$ cat config.mk
export PLATFORM = sky130hd
export DESIGN_NAME = waveform_packetizer
export DESIGN_NICKNAME = d
export VERILOG_FILES = /design/src/rtl/waveform_pkg.sv /design/src/rtl/axis_out_reg.sv /design/src/rtl/waveform_packetizer.sv
export SDC_FILE = /design/constraint.sdc
export NUM_CORES = 1
export LEC_CHECK = 0
export BUFFER_PORTS_ARGS = -buffer_cell sky130_fd_sc_hd__buf_4
export CAP_MARGIN = 20
export CORE_MARGIN = 1
export CORE_UTILIZATION = 45
export CTS_CLUSTER_SIZE = 12
export DETAILED_ROUTE_END_ITERATION = 7
export PLACE_DENSITY = 0.66
export SLEW_MARGIN = 20
export SYNTH_ARGS = -nofsm -noshare
export SYNTH_HDL_FRONTEND = slang
export SYNTH_SLANG_ARGS = --single-unit
export TNS_END_PERCENT = 50
$ cat constraint.sdc
create_clock -name axi_tclk -period 7.7 [get_ports axi_tclk]
set_input_delay 1.925 -clock axi_tclk [delete_from_list [all_inputs] [get_ports axi_tclk]]
set_output_delay 1.925 -clock axi_tclk [all_outputs]
set_load 0.02 [all_outputs]
$ cat src/rtl/waveform_pkg.sv
// ----------------------------------------------------------------------------
// waveform_pkg
// Shared definitions for the waveform link framing. Both the transmit side
// (waveform_packetizer) and the receive side (waveform_formatter) import this
// package so the command word, header layout and FSM encoding stay in step.
//
// Contents:
//   WFRM_CMD_WORD   - header word 0 of every packet
//   WFRM_HDR_WORDS  - number of header words per packet
//   HDR_IDX_*       - position of each field inside the header
//   wfrm_state_e    - packetizer FSM states; ST_TRAIL exists only when
//                     WFPKT_CHECKSUM_EN is defined
// ----------------------------------------------------------------------------
package waveform_pkg;

    localparam logic [31:0] WFRM_CMD_WORD  = 32'h5757_4441;
    localparam int unsigned WFRM_HDR_WORDS = 5;

    localparam logic [2:0] HDR_IDX_CMD   = 3'd0;
    localparam logic [2:0] HDR_IDX_ID    = 3'd1;
    localparam logic [2:0] HDR_IDX_INDEX = 3'd2;
    localparam logic [2:0] HDR_IDX_LEN   = 3'd3;
    localparam logic [2:0] HDR_IDX_LAST  = 3'(WFRM_HDR_WORDS - 1);

    typedef enum logic [1:0] {
        ST_IDLE    = 2'd0,
        ST_HDR     = 2'd1,
        ST_PAYLOAD = 2'd2
`ifdef WFPKT_CHECKSUM_EN
        , ST_TRAIL = 2'd3
`endif
    } wfrm_state_e;

endpackage

$ cat src/rtl/axis_out_reg.sv
// ----------------------------------------------------------------------------
// axis_out_reg
// Single-slot AXI-Stream output register. A word offered on in_* is taken
// whenever the slot is empty or the current word is leaving this cycle, so a
// continuously ready sink sees one word per cycle. Once out_valid is high the
// data/last fields hold until out_ready.
//
// Ports:
//   clk, rst_n            clock, asynchronous active-low reset
//   in_valid/in_data/in_last  word offered by the producer
//   in_ready              slot can take a word this cycle
//   out_valid/out_data/out_last/out_keep  registered AXIS master side
//   out_ready             downstream ready
// ----------------------------------------------------------------------------
module axis_out_reg #(
    parameter int unsigned DATA_W = 32
) (
    input  logic                  clk,
    input  logic                  rst_n,
    input  logic                  in_valid,
    input  logic [DATA_W-1:0]     in_data,
    input  logic                  in_last,
    output logic                  in_ready,
    output logic                  out_valid,
    output logic [DATA_W-1:0]     out_data,
    output logic                  out_last,
    output logic [DATA_W/8-1:0]   out_keep,
    input  logic                  out_ready
);

    logic              valid_q, valid_d;
    logic [DATA_W-1:0] data_q,  data_d;
    logic              last_q,  last_d;

    assign in_ready = !valid_q || out_ready;

    always_comb begin
        valid_d = valid_q;
        data_d  = data_q;
        last_d  = last_q;
        if (in_ready) begin
            valid_d = in_valid;
            last_d  = in_valid && in_last;
            if (in_valid) begin
                data_d = in_data;
            end
        end
    end

    always_ff @(posedge clk or negedge rst_n) begin
        if (!rst_n) begin
            valid_q <= 1'b0;
            data_q  <= '0;
            last_q  <= 1'b0;
        end else begin
            valid_q <= valid_d;
            data_q  <= data_d;
            last_q  <= last_d;
        end
    end

    assign out_valid = valid_q;
    assign out_data  = data_q;
    assign out_last  = last_q;
    assign out_keep  = {(DATA_W/8){valid_q}};

endmodule

$ cat src/rtl/waveform_packetizer.sv
// ----------------------------------------------------------------------------
// waveform_packetizer
// Frames a raw 32-bit sample stream into waveform packets: a 5-word header
// (command, waveform id, chunk index, chunk length, 0) followed by up to
// CHUNK_WORDS payload words. Long waveforms are split into several chunks.
//
// Optional feature (macro WFPKT_CHECKSUM_EN): each packet ends with a trailer
// word holding the wrapping 32-bit sum of its payload, and tlast moves there.
//
// Ports:
//   axi_tclk, axi_tresetn   clock, asynchronous active-low reset
//   start, wfrm_len         begin a waveform of wfrm_len payload words
//   busy                    waveform in progress
//   wfrm_id                 id stamped into packets, bumps on completion
//   smpl_axis_*             raw sample input (no tlast)
//   wfrm_axis_*             framed packet output
// ----------------------------------------------------------------------------
module waveform_packetizer
    import waveform_pkg::*;
#(
    parameter logic [31:0] CMD_WORD    = WFRM_CMD_WORD,
    parameter int unsigned CHUNK_WORDS = 251
) (
    input  logic        axi_tclk,
    input  logic        axi_tresetn,
    input  logic        start,
    input  logic [31:0] wfrm_len,
    output logic        busy,
    output logic [31:0] wfrm_id,
    input  logic [31:0] smpl_axis_tdata,
    input  logic        smpl_axis_tvalid,
    output logic        smpl_axis_tready,
    output logic [31:0] wfrm_axis_tdata,
    output logic        wfrm_axis_tvalid,
    output logic        wfrm_axis_tlast,
    output logic [3:0]  wfrm_axis_tkeep,
    input  logic        wfrm_axis_tready
);

    localparam logic [31:0] CHUNK_MAX = 32'(CHUNK_WORDS);

    wfrm_state_e state_q, state_d;
    logic [2:0]  hdr_cnt_q,   hdr_cnt_d;
    logic [31:0] remaining_q, remaining_d;
    logic [31:0] index_q,     index_d;
    logic [31:0] pay_cnt_q,   pay_cnt_d;
    logic [31:0] id_q,        id_d;
`ifdef WFPKT_CHECKSUM_EN
    logic [31:0] sum_q,       sum_d;
`endif

    logic [31:0] chunk_len;
    logic        slot_ready;
    logic        push_valid;
    logic [31:0] push_data;
    logic        push_last;
    logic        push;

    assign chunk_len = (remaining_q > CHUNK_MAX) ? CHUNK_MAX : remaining_q;
    assign push      = push_valid && slot_ready;
    assign busy      = (state_q != ST_IDLE);
    assign wfrm_id   = id_q;

    // State register
    always_ff @(posedge axi_tclk or negedge axi_tresetn) begin
        if (!axi_tresetn) begin
            state_q     <= ST_IDLE;
            hdr_cnt_q   <= '0;
            remaining_q <= '0;
            index_q     <= '0;
            pay_cnt_q   <= '0;
            id_q        <= '0;
`ifdef WFPKT_CHECKSUM_EN
            sum_q       <= '0;
`endif
        end else begin
            state_q     <= state_d;
            hdr_cnt_q   <= hdr_cnt_d;
            remaining_q <= remaining_d;
            index_q     <= index_d;
            pay_cnt_q   <= pay_cnt_d;
            id_q        <= id_d;
`ifdef WFPKT_CHECKSUM_EN
            sum_q       <= sum_d;
`endif
        end
    end

    // Next-state logic. All transitions advance only when the offered word is
    // actually taken by the output slot.
    always_comb begin
        state_d     = state_q;
        hdr_cnt_d   = hdr_cnt_q;
        remaining_d = remaining_q;
        index_d     = index_q;
        pay_cnt_d   = pay_cnt_q;
        id_d        = id_q;
`ifdef WFPKT_CHECKSUM_EN
        sum_d       = sum_q;
`endif
        case (state_q)
            ST_IDLE: begin
                if (start) begin
                    remaining_d = wfrm_len;
                    index_d     = '0;
                    state_d     = ST_HDR;
                    // Word 0 goes out together with start when the slot is
                    // free, giving first-word-valid one cycle after start.
                    hdr_cnt_d   = push ? 3'd1 : 3'd0;
                end
            end
            ST_HDR: begin
                if (push) begin
                    if (hdr_cnt_q == HDR_IDX_LAST) begin
                        hdr_cnt_d = '0;
`ifdef WFPKT_CHECKSUM_EN
                        sum_d     = '0;
`endif
                        if (chunk_len == '0) begin
`ifdef WFPKT_CHECKSUM_EN
                            state_d = ST_TRAIL;
`else
                            state_d = ST_IDLE;
                            id_d    = id_q + 32'd1;
`endif
                        end else begin
                            pay_cnt_d = chunk_len;
                            state_d   = ST_PAYLOAD;
                        end
                    end else begin
                        hdr_cnt_d = hdr_cnt_q + 3'd1;
                    end
                end
            end
            ST_PAYLOAD: begin
                if (push) begin
                    remaining_d = remaining_q - 32'd1;
                    pay_cnt_d   = pay_cnt_q - 32'd1;
`ifdef WFPKT_CHECKSUM_EN
                    sum_d       = sum_q + smpl_axis_tdata;
                    if (pay_cnt_q == 32'd1) begin
                        state_d = ST_TRAIL;
                    end
`else
                    if (pay_cnt_q == 32'd1) begin
                        if (remaining_q != 32'd1) begin
                            index_d = index_q + 32'd1;
                            state_d = ST_HDR;
                        end else begin
                            state_d = ST_IDLE;
                            id_d    = id_q + 32'd1;
                        end
                    end
`endif
                end
            end
`ifdef WFPKT_CHECKSUM_EN
            ST_TRAIL: begin
                if (push) begin
                    if (remaining_q != '0) begin
                        index_d = index_q + 32'd1;
                        state_d = ST_HDR;
                    end else begin
                        state_d = ST_IDLE;
                        id_d    = id_q + 32'd1;
                    end
                end
            end
`endif
            default: begin
                state_d = ST_IDLE;
            end
        endcase
    end

    // Output logic: the word offered to the slot and the sample-side ready.
    always_comb begin
        push_valid       = 1'b0;
        push_data        = '0;
        push_last        = 1'b0;
        smpl_axis_tready = 1'b0;
        case (state_q)
            ST_IDLE: begin
                push_valid = start;
                push_data  = CMD_WORD;
            end
            ST_HDR: begin
                push_valid = 1'b1;
                case (hdr_cnt_q)
                    HDR_IDX_CMD:   push_data = CMD_WORD;
                    HDR_IDX_ID:    push_data = id_q;
                    HDR_IDX_INDEX: push_data = index_q;
                    HDR_IDX_LEN:   push_data = chunk_len;
                    default:       push_data = '0;
                endcase
`ifndef WFPKT_CHECKSUM_EN
                push_last = (hdr_cnt_q == HDR_IDX_LAST) && (chunk_len == '0);
`endif
            end
            ST_PAYLOAD: begin
                push_valid       = smpl_axis_tvalid;
                push_data        = smpl_axis_tdata;
                smpl_axis_tready = slot_ready;
`ifndef WFPKT_CHECKSUM_EN
                push_last        = (pay_cnt_q == 32'd1);
`endif
            end
`ifdef WFPKT_CHECKSUM_EN
            ST_TRAIL: begin
                push_valid = 1'b1;
                push_data  = sum_q;
                push_last  = 1'b1;
            end
`endif
            default: begin
                push_valid = 1'b0;
            end
        endcase
    end

    axis_out_reg #(
        .DATA_W (32)
    ) u_out (
        .clk       (axi_tclk),
        .rst_n     (axi_tresetn),
        .in_valid  (push_valid),
        .in_data   (push_data),
        .in_last   (push_last),
        .in_ready  (slot_ready),
        .out_valid (wfrm_axis_tvalid),
        .out_data  (wfrm_axis_tdata),
        .out_last  (wfrm_axis_tlast),
        .out_keep  (wfrm_axis_tkeep),
        .out_ready (wfrm_axis_tready)
    );

endmodule
==> flow_summary_export.csv, run 1 <==
group,metric,value,unit
run_status,run_status,"complete, but fails checks",
run_status,failing_checks,"design-rule violations",
sta,timing.final.crit_period,4.687,ns
sta,final-setup-viol-count,0,
sta,worst_skew,0.01816,ns
clock_network,clock-sinks,167,
layout,layout.filler_cells,2029,
critical_path,crit_path_capture_type,"output pin",
synthesis,ys_types,67,
route,detailroute.via_count,9680,
global_routing,grt_start_max_net_pins,84,
clock_network,post-cts-setup-buffer-count,0,
sta,final-hold-violation-count,0,
floorplanning,rows,54,
synthesis,ys_async_sr_fraction,100.0,%
synthesis,share_of_synthesized_area_occupied_by_flip_flops_and_latches,40.84,%
synthesis,yosys.area.top_type_share,40.84,%
synthesis,number_of_enable_flip_flop_cells_after_synthesis,0,
synthesis,yosys.area.top_type,"sky130_fd_sc_hd__dfrtp_1",
clock_network,worst_setup_hold_path_clk_slew,0.07,ns
clock_network,clock_insertion_delay_worst_skew,0.45,ns
synthesis,postSynthAreaPerCell,8.651,sq um
floorplanning,die-area,23350,sq um
route,post_drt_wl_per_cell,19.96,um
sta,relSlewSlack,36.93,%
sta,finalSetupTns,0,ns
sta,rsz0062_at_grt,"no",
layout,syn_to_layout_area_delta,17.44,%
clock_network,cts_resized,0,
synthesis,syn_area,10230,sq um
clock_network,clock_tree_root_driver_cell,"sky130_fd_sc_hd__clkbuf_16",
global_routing,first_global_vias,8894,
critical_path,timing.critical_path.max_delay_family,"simple AND/OR/NAND/NOR gates",
floorplanning,fp.coreArea,22090,sq um
synthesis,yosys_warnings,0,
sta,whs,0.4878,ns
job,timing.max_cap.violations,0,
floorplanning,die_h,152.8,um
clock_network,cts.hold.buffers_added,0,
route,drtIter0Drc,807,
sta,final-max-slew-violation-count,0,
place,dpl.hpwl,21.28,mm
clock_network,clock_path_buffers,2,
synthesis,netlist_instances,1183,
critical_path,critical_path.startpoint_type,"primary input",
pwr,comb_power_share,45.7,%
critical_path,sequence_of_cells_on_the_critical_path,"buf_4, nor2b_1, nor2_1, buf_4",
layout,post_route_cells_drive_above_1_share,18.62,%
synthesis,synth_ff_type,"sky130_fd_sc_hd__dfrtp_1",
place,port_buffers,140,
critical_path,worst-path-buf-inv,2,
layout,layout.core_utilization,54.39,%
synthesis,post-synth-top-count-cell,"sky130_fd_sc_hd__dfrtp_1",
clock_network,number_of_buffers_created_by_cts,17,
pwr,seqPwrFrac,33.2,%
layout,diodes_inserted,0,
layout,num-nets-final,1344,
pwr,worst_ir_drop_vdd,0.1719,mV
floorplanning,die_w,152.8,um
pwr,internal_dissipation,2381,uW
pwr,powerDensity,362.3,nW/um^2
critical_path,worst-r2r-setup-slack,4.19,ns
global_routing,antenna_violations_before_repair,0,
floorplanning,floorplan.initialDensity,46.32,%
hold_path,worstHoldPathType,"flip-flop to flip-flop",
route,drc,7,
sta,worst_pin_slew,0.9373,ns
global_routing,globalRoute.totalOverflow,0,
clock_network,clock_tree.htree_level_count,4,
synthesis,synth_area_leaders,"sky130_fd_sc_hd__dfrtp_1, sky130_fd_sc_hd__o21ai_0, sky130_fd_sc_hd__a21oi_1, sky130_fd_sc_hd__nand2_1, sky130_fd_sc_hd__nor2_1",
critical_path,critPathRequiredTime,5.78,ns
synthesis,synth_commonest_cells,"sky130_fd_sc_hd__dfrtp_1, sky130_fd_sc_hd__nand2_1, sky130_fd_sc_hd__nor2_1, sky130_fd_sc_hd__o21ai_0, sky130_fd_sc_hd__a21oi_1",
synthesis,synthesis.nets,1267,
critical_path,critical-path-top-cell-by-count,"sky130_fd_sc_hd__buf_4",
critical_path,critical_path_peak_fanout,8,
place,placed_standard_cell_area,11390,sq um
route,routed_via_density,6.233,
pwr,power_frac_clock,21.1,%
critical_path,critical_path_arrival,2.76,ns
pwr,switching_share,45.33,%
global_routing,grt_pass1_wl,49.48,mm
sta,share_of_the_cycle_needed_by_the_critical_path_after_routing,60.87,%
place,gpl.final_weighted_congestion,0.8968,
critical_path,setup.worst_path.class,"primary input to output pin",
critical_path,max_stage_delay,0.47,ns
pwr,power_switching,1974,uW
route,postRouteWirelength,31.00,mm
floorplanning,floorplan.io_pins,141,
route,drt-pass1-iter-count,7,
critical_path,cp_slowest_cell,"sky130_fd_sc_hd__nor2b_1",
route,ant_nets_after_route,0,
synthesis,synth_seq_cells,167,
sta,achievable-frequency,213.4,MHz
pwr,leakagePower,0.005021,uW
layout,layout.cell_area.non_filler,12020,sq um
clock_network,tritoncts,"yes",
global_routing,grt_usage,26.75,%
registers in the layout (all words and copies together) (netlist names):
signal and cells:
u_out.out_last 1, u_out.out_data 32, u_out.out_valid 1, remaining_q 32, hdr_cnt_q 3, state_q 2
index_q 32, pay_cnt_q 32, wfrm_id 32
cell usage in the layout (no fill, tap or decap), drive strengths merged, types with 37 or more instances in the layout:
cell	synthesis	final
nand3	42	42
or3	37	37
buf	25	158
inv	30	37
dfrtp	167	167
o21ai	92	92
nor4	43	43
nand2	115	115
nor2	90	90
a21oi	87	87
stage by stage:
step,worst slack (ns),cells,total power [uW]
4_1_cts,2.983,1553,4354
5_1_grt,2.899,1553,4623
3_3_place_gp,2.988,1521,3395
2_1_floorplan,3.366,1183,2774
3_5_place_dp,2.988,1521,3429
6_report,3.013,1553,4354
power by group through the flow:
stage	registers [uW]	clock network (uW)	logic [uW]
after floorplan	1460	0	1320
after detailed placement	1450	0	1980
after CTS	1440	930	1980
after global routing	1490	964	2170
after global placement	1450	0	1950
final	1450	919	1990
layout make-up:
cell class | instances | area (sq um) | area share, %
tap | 280 | 350.3 | 2.915
sequential | 167 | 4179 | 34.77
inverter | 30 | 112.6 | 0.9370
multi-input combinational | 886 | 5563 | 46.29
clock inverter | 14 | 183.9 | 1.530
timing repair buffer | 158 | 1190 | 9.901
clock buffer | 18 | 439.2 | 3.654
kinds of logic (layout without fill, tap and decap cells):
kind of cell | Yosys count | after routing | synth area share (%)
compound gates | 362 | 362 | 23.47
xor+xnor | 32 | 32 | 2.739
fa+ha+maj | 15 | 15 | 1.834
buf+inv | 130 | 220 | 5.245
flops | 167 | 167 | 40.84
mux | 9 | 9 | 0.9170
simple gates | 468 | 468 | 24.95
worst paths after layout:
| kind | from | end | cells past startpoint |
|---|---|---|---|
| max | wfrm_axis_tready | smpl_axis_tready | 4 |
| min in group asynchronous | axi_tresetn | remaining_q[22]$_DFFE_PN0P_ | 1 |
| max in group asynchronous | axi_tresetn | index_q[3]$_DFFE_PN0P_ | 2 |
| max reg2reg | remaining_q[4]$_DFFE_PN0P_ | pay_cnt_q[3]$_DFFE_PN0P_ | 7 |
| min reg2reg | u_out.out_last$_DFFE_PN0N_ | u_out.out_last$_DFFE_PN0N_ | 2 |
| min | u_out.out_last$_DFFE_PN0N_ | u_out.out_last$_DFFE_PN0N_ | 2 |
metal layers:
layer / wire length, um / vias to the layer above / global-route usage [%]
li1: - / 4593 / -
met4: 475 / 0 / 6.926
met2: 14660 / 305 / 42.46
met3: 1792 / 33 / 4.579
met1: 14070 / 4749 / 37.72
met5: 0 / - / 0
worst reg2reg max path, delay by kind of cell, from the launching register on:
kind	cells	cell delay [ns]
flops	1	0.47
simple gates	3	1.38
buf+inv	1	0.39
compound gates	3	1.16
Note: power is estimated with default switching activity, not from simulation.
==> run 2: changes to the inputs <==
--- a/config.mk
+++ b/config.mk
@@ -5,13 +5,14 @@
 export SDC_FILE = /design/constraint.sdc
 export NUM_CORES = 1
 export LEC_CHECK = 0
+export ABC_AREA = 1
 export BUFFER_PORTS_ARGS = -buffer_cell sky130_fd_sc_hd__buf_4
 export CAP_MARGIN = 20
 export CORE_MARGIN = 1
 export CORE_UTILIZATION = 45
 export CTS_CLUSTER_SIZE = 12
 export DETAILED_ROUTE_END_ITERATION = 7
-export PLACE_DENSITY = 0.66
+export PLACE_DENSITY = 0.68
 export SLEW_MARGIN = 20
 export SYNTH_ARGS = -nofsm -noshare
 export SYNTH_HDL_FRONTEND = slang
==> constraint.sdc (replaced) <==
create_clock -name axi_tclk -period 4.25 [get_ports axi_tclk]
set_input_delay 1.0625 -clock axi_tclk [delete_from_list [all_inputs] [get_ports axi_tclk]]
set_output_delay 1.0625 -clock axi_tclk [all_outputs]
set_load 0.02 [all_outputs]
==> run 2 against run 1 <==
  * Via count up 19%
  * Register-to-register slack lost 3.2 ns
  * Power rose by 79%
  * Clock power increased by 60%
  * Largest power group unchanged
  * Largest cell class unchanged
  * The run now ends clean
  * Sequential share of layout area shrank 2.8 points
  * Critical endpoint is now index_q[4]$_DFFE_PN0P_
  * Worst setup slack got worse by 2.0 ns
  * Critical path depth increased by 5
==> flow_summary_export.csv, run 2 <==
group,metric,value,unit
run_status,run_status,"completed",
sta,relSlewSlack,37.46,%
global_routing,globalRouteMet1Util,37.83,%
sta,finalSetupTns,0,ns
layout,post_route_cells_drive_above_1_share,13.34,%
floorplanning,fp.coreArea,24390,sq um
floorplanning,die_h,160.1,um
place,gpl.final_weighted_congestion,0.9577,
clock_network,number_of_buffers_created_by_cts,17,
global_routing,antenna_violations_before_repair,0,
global_routing,grt_util_met2,45.34,%
synthesis,synth_area_leaders,"sky130_fd_sc_hd__dfrtp_1, sky130_fd_sc_hd__nand2_1, sky130_fd_sc_hd__nor2_1, sky130_fd_sc_hd__nand3_1, sky130_fd_sc_hd__inv_1",
critical_path,critical_path.startpoint_type,"flip-flop",
floorplanning,rows,57,
clock_network,clock-sinks,167,
global_routing,grt_most_used_layer,"met2",
critical_path,ff2ff_path_depth,9,
global_routing,grt_pass1_wl,57.08,mm
hold_path,worstHoldPathType,"flip-flop to flip-flop",
pwr,leakagePower,0.005897,uW
synthesis,synthesis.nets,1730,
clock_network,worst_setup_hold_path_clk_slew,0.07,ns
route,routed_via_density,5.525,
place,placed_standard_cell_area,12500,sq um
synthesis,netlist_instances,1646,
layout,diodes_inserted,0,
pwr,power_frac_clock,18.8,%
place,dpl.hpwl,25.71,mm
clock_network,cts.hold.buffers_added,0,
sta,final-max-slew-violation-count,0,
synthesis,synth_seq_cells,167,
layout,syn_to_layout_area_delta,16.09,%
pwr,power_switching,3737,uW
layout,instances_no_fill,2086,
layout,layout.core_utilization,53.53,%
floorplanning,floorplan.io_pins,141,
critical_path,reg2reg_from,"state_q[0]$_DFFE_PN0P_",
synthesis,yosys.area.top_type,"sky130_fd_sc_hd__dfrtp_1",
synthesis,postSynthAreaPerCell,6.833,sq um
floorplanning,floorplan.initialDensity,46.11,%
synthesis,synth_ff_type,"sky130_fd_sc_hd__dfrtp_1",
synthesis,share_of_synthesized_area_occupied_by_flip_flops_and_latches,37.16,%
clock_network,clock_tree_root_driver_cell,"sky130_fd_sc_hd__clkbuf_16",
route,ant_nets_after_route,0,
critical_path,crit_path_capture_type,"flip-flop",
layout,most-common-layout-cells,"sky130_fd_sc_hd__nand2_1, sky130_fd_sc_hd__nor2_1, sky130_fd_sc_hd__dfrtp_1",
global_routing,first_global_vias,11009,
sta,worst_pin_slew,0.9359,ns
critical_path,cp_startpoint,"state_q[0]$_DFFE_PN0P_",
place,place_ws,1.012,ns
global_routing,use_met3,4.156,%
place,port_buffers,140,
synthesis,number_of_enable_flip_flop_cells_after_synthesis,0,
global_routing,grt_usage,27.86,%
pwr,powerDensity,597.5,nW/um^2
pwr,comb_power_share,50.3,%
sta,timing.final.ws_setup,0.9866,ns
critical_path,r2r-end,"index_q[4]$_DFFE_PN0P_",
global_routing,globalRoute.totalOverflow,0,
synthesis,ys_async_sr_fraction,100.0,%
pwr,worst_ir_drop_vdd,0.3714,mV
layout,layout.filler_cells,2407,
synthesis,yosys_warnings,0,
synthesis,syn_area,11250,sq um
clock_network,clock_insertion_delay_worst_skew,0.45,ns
sta,share_of_the_cycle_needed_by_the_critical_path_after_routing,76.79,%
route,post_drt_wl_per_cell,17.00,um
route,drt-pass1-iter-count,6,
clock_network,post-cts-setup-buffer-count,0,
clock_network,clock_path_buffers,2,
route,postRouteWirelength,35.46,mm
pwr,internal_dissipation,4064,uW
hold_path,holdPathStages,2,
sta,achievable-frequency,306.4,MHz
global_routing,grt_start_max_net_pins,88,
clock_network,cts_resized,0,
synthesis,post-synth-top-count-cell,"sky130_fd_sc_hd__nand2_1",
sta,worst_skew,0.01363,ns
synthesis,yosys.area.top_type_share,37.16,%
sta,final-hold-violation-count,0,
sta,timing.final.crit_period,3.263,ns
sta,rsz0062_at_grt,"no",
job,timing.max_cap.violations,0,
pwr,seqPwrFrac,30.9,%
critical_path,critPathRequiredTime,4.62,ns
layout,num-nets-final,1834,
route,drtIter0Drc,1013,
hold_path,min_from,"wfrm_id[31]$_DFFE_PN0P_",
critical_path,critical_path_peak_fanout,81,
floorplanning,die-area,25630,sq um
clock_network,tritoncts,"yes",
critical_path,critical_path_arrival,3.63,ns
synthesis,synth_commonest_cells,"sky130_fd_sc_hd__nand2_1, sky130_fd_sc_hd__nor2_1, sky130_fd_sc_hd__dfrtp_1, sky130_fd_sc_hd__inv_1, sky130_fd_sc_hd__nand3_1",
hold_path,holdPathEnd,"wfrm_id[31]$_DFFE_PN0P_",
layout,most_common_library_cell_in_the_layout_ignoring_fill_and_taps,"sky130_fd_sc_hd__nand2_1",
clock_network,clock_tree.htree_level_count,4,
critical_path,setup.worst_path.class,"flip-flop to flip-flop",
layout,layout.cell_area.non_filler,13060,sq um
pwr,switching_share,47.90,%
route,detailroute.via_count,11526,
critical_path,worst-r2r-setup-slack,0.99,ns
route,drc,0,
sta,final-setup-viol-count,0,
floorplanning,die_w,160.1,um
synthesis,ys_types,41,
place,post-place-cells,2054,
run 2: cells by family after synthesis:
| group | share of synthesized area, % |
|---|---|
| AO/OA/AOI/OAI | 13.53 |
| XOR/XNOR | 5.062 |
| adder cells (fa/ha/maj) | 1.669 |
| buffers and inverters | 7.442 |
| flip-flops | 37.16 |
| AND/OR/NAND/NOR | 35.14 |
run 2: worst max-delay path, cell delays in order, from the launching register on:
cell,delay (ns)
sky130_fd_sc_hd__dfrtp_1,0.42
sky130_fd_sc_hd__inv_1,0.14
sky130_fd_sc_hd__ha_4,0.53
sky130_fd_sc_hd__buf_4,0.79
sky130_fd_sc_hd__o21ai_4,0.17
sky130_fd_sc_hd__nand2_2,0.17
sky130_fd_sc_hd__nand2_4,0.22
sky130_fd_sc_hd__inv_2,0.49
sky130_fd_sc_hd__nand2_1,0.14
sky130_fd_sc_hd__o21ai_2,0.09
run 2: layer usage:
| metal | vias up | wire, um |
|---|---|---|
| met5 | - | 0 |
| met4 | 0 | 854 |
| met3 | 57 | 2579 |
| met2 | 500 | 16330 |
| met1 | 5405 | 15700 |
| li1 | 5564 | - |
run 2: how the worst max path moves through the flow:
| stage | to | slack [ns] | cells past startpoint |
|---|---|---|---|
| after CTS | index_q[8]$_DFFE_PN0P_ | 0.99 | 9 |
| final | index_q[4]$_DFFE_PN0P_ | 0.99 | 9 |
| after global placement | index_q[7]$_DFFE_PN0P_ | 1.15 | 9 |
| after floorplan | smpl_axis_tready | 1.63 | 6 |
| after global routing | index_q[11]$_DFFE_PN0P_ | 0.74 | 9 |
| after detailed placement | index_q[8]$_DFFE_PN0P_ | 1.01 | 9 |
run 2: through the flow:
stage / hold slack (ns) / total power [uW]
floorplan: 0.4703 / 5156
global placement: 0.4914 / 6157
detailed placement: 0.4938 / 6248
CTS: 0.5115 / 7728
global route: 0.5317 / 8329
finish: 0.5132 / 7801
run 2: power groups by stage:
stage          Clock (uW)  Sequential [uW]  Combinational, uW
2_1_floorplan           0             2500               2650
3_5_place_dp            0             2410               3840
3_3_place_gp            0             2410               3750
4_1_cts              1490             2400               3850
5_1_grt              1550             2460               4320
6_report             1470             2410               3920
run 2: layout make-up:
| cell class | count | area, sq um | area share [%] |
|---|---|---|---|
| clock buffers | 18 | 429.2 | 3.287 |
| clock inverters | 13 | 98.84 | 0.7571 |
| inverters | 133 | 499.2 | 3.824 |
| multi-input cells | 1279 | 6255 | 47.91 |
| flip-flops and latches | 167 | 4179 | 32.01 |
| well taps | 324 | 405.4 | 3.105 |
| repair buffers | 152 | 1190 | 9.114 |
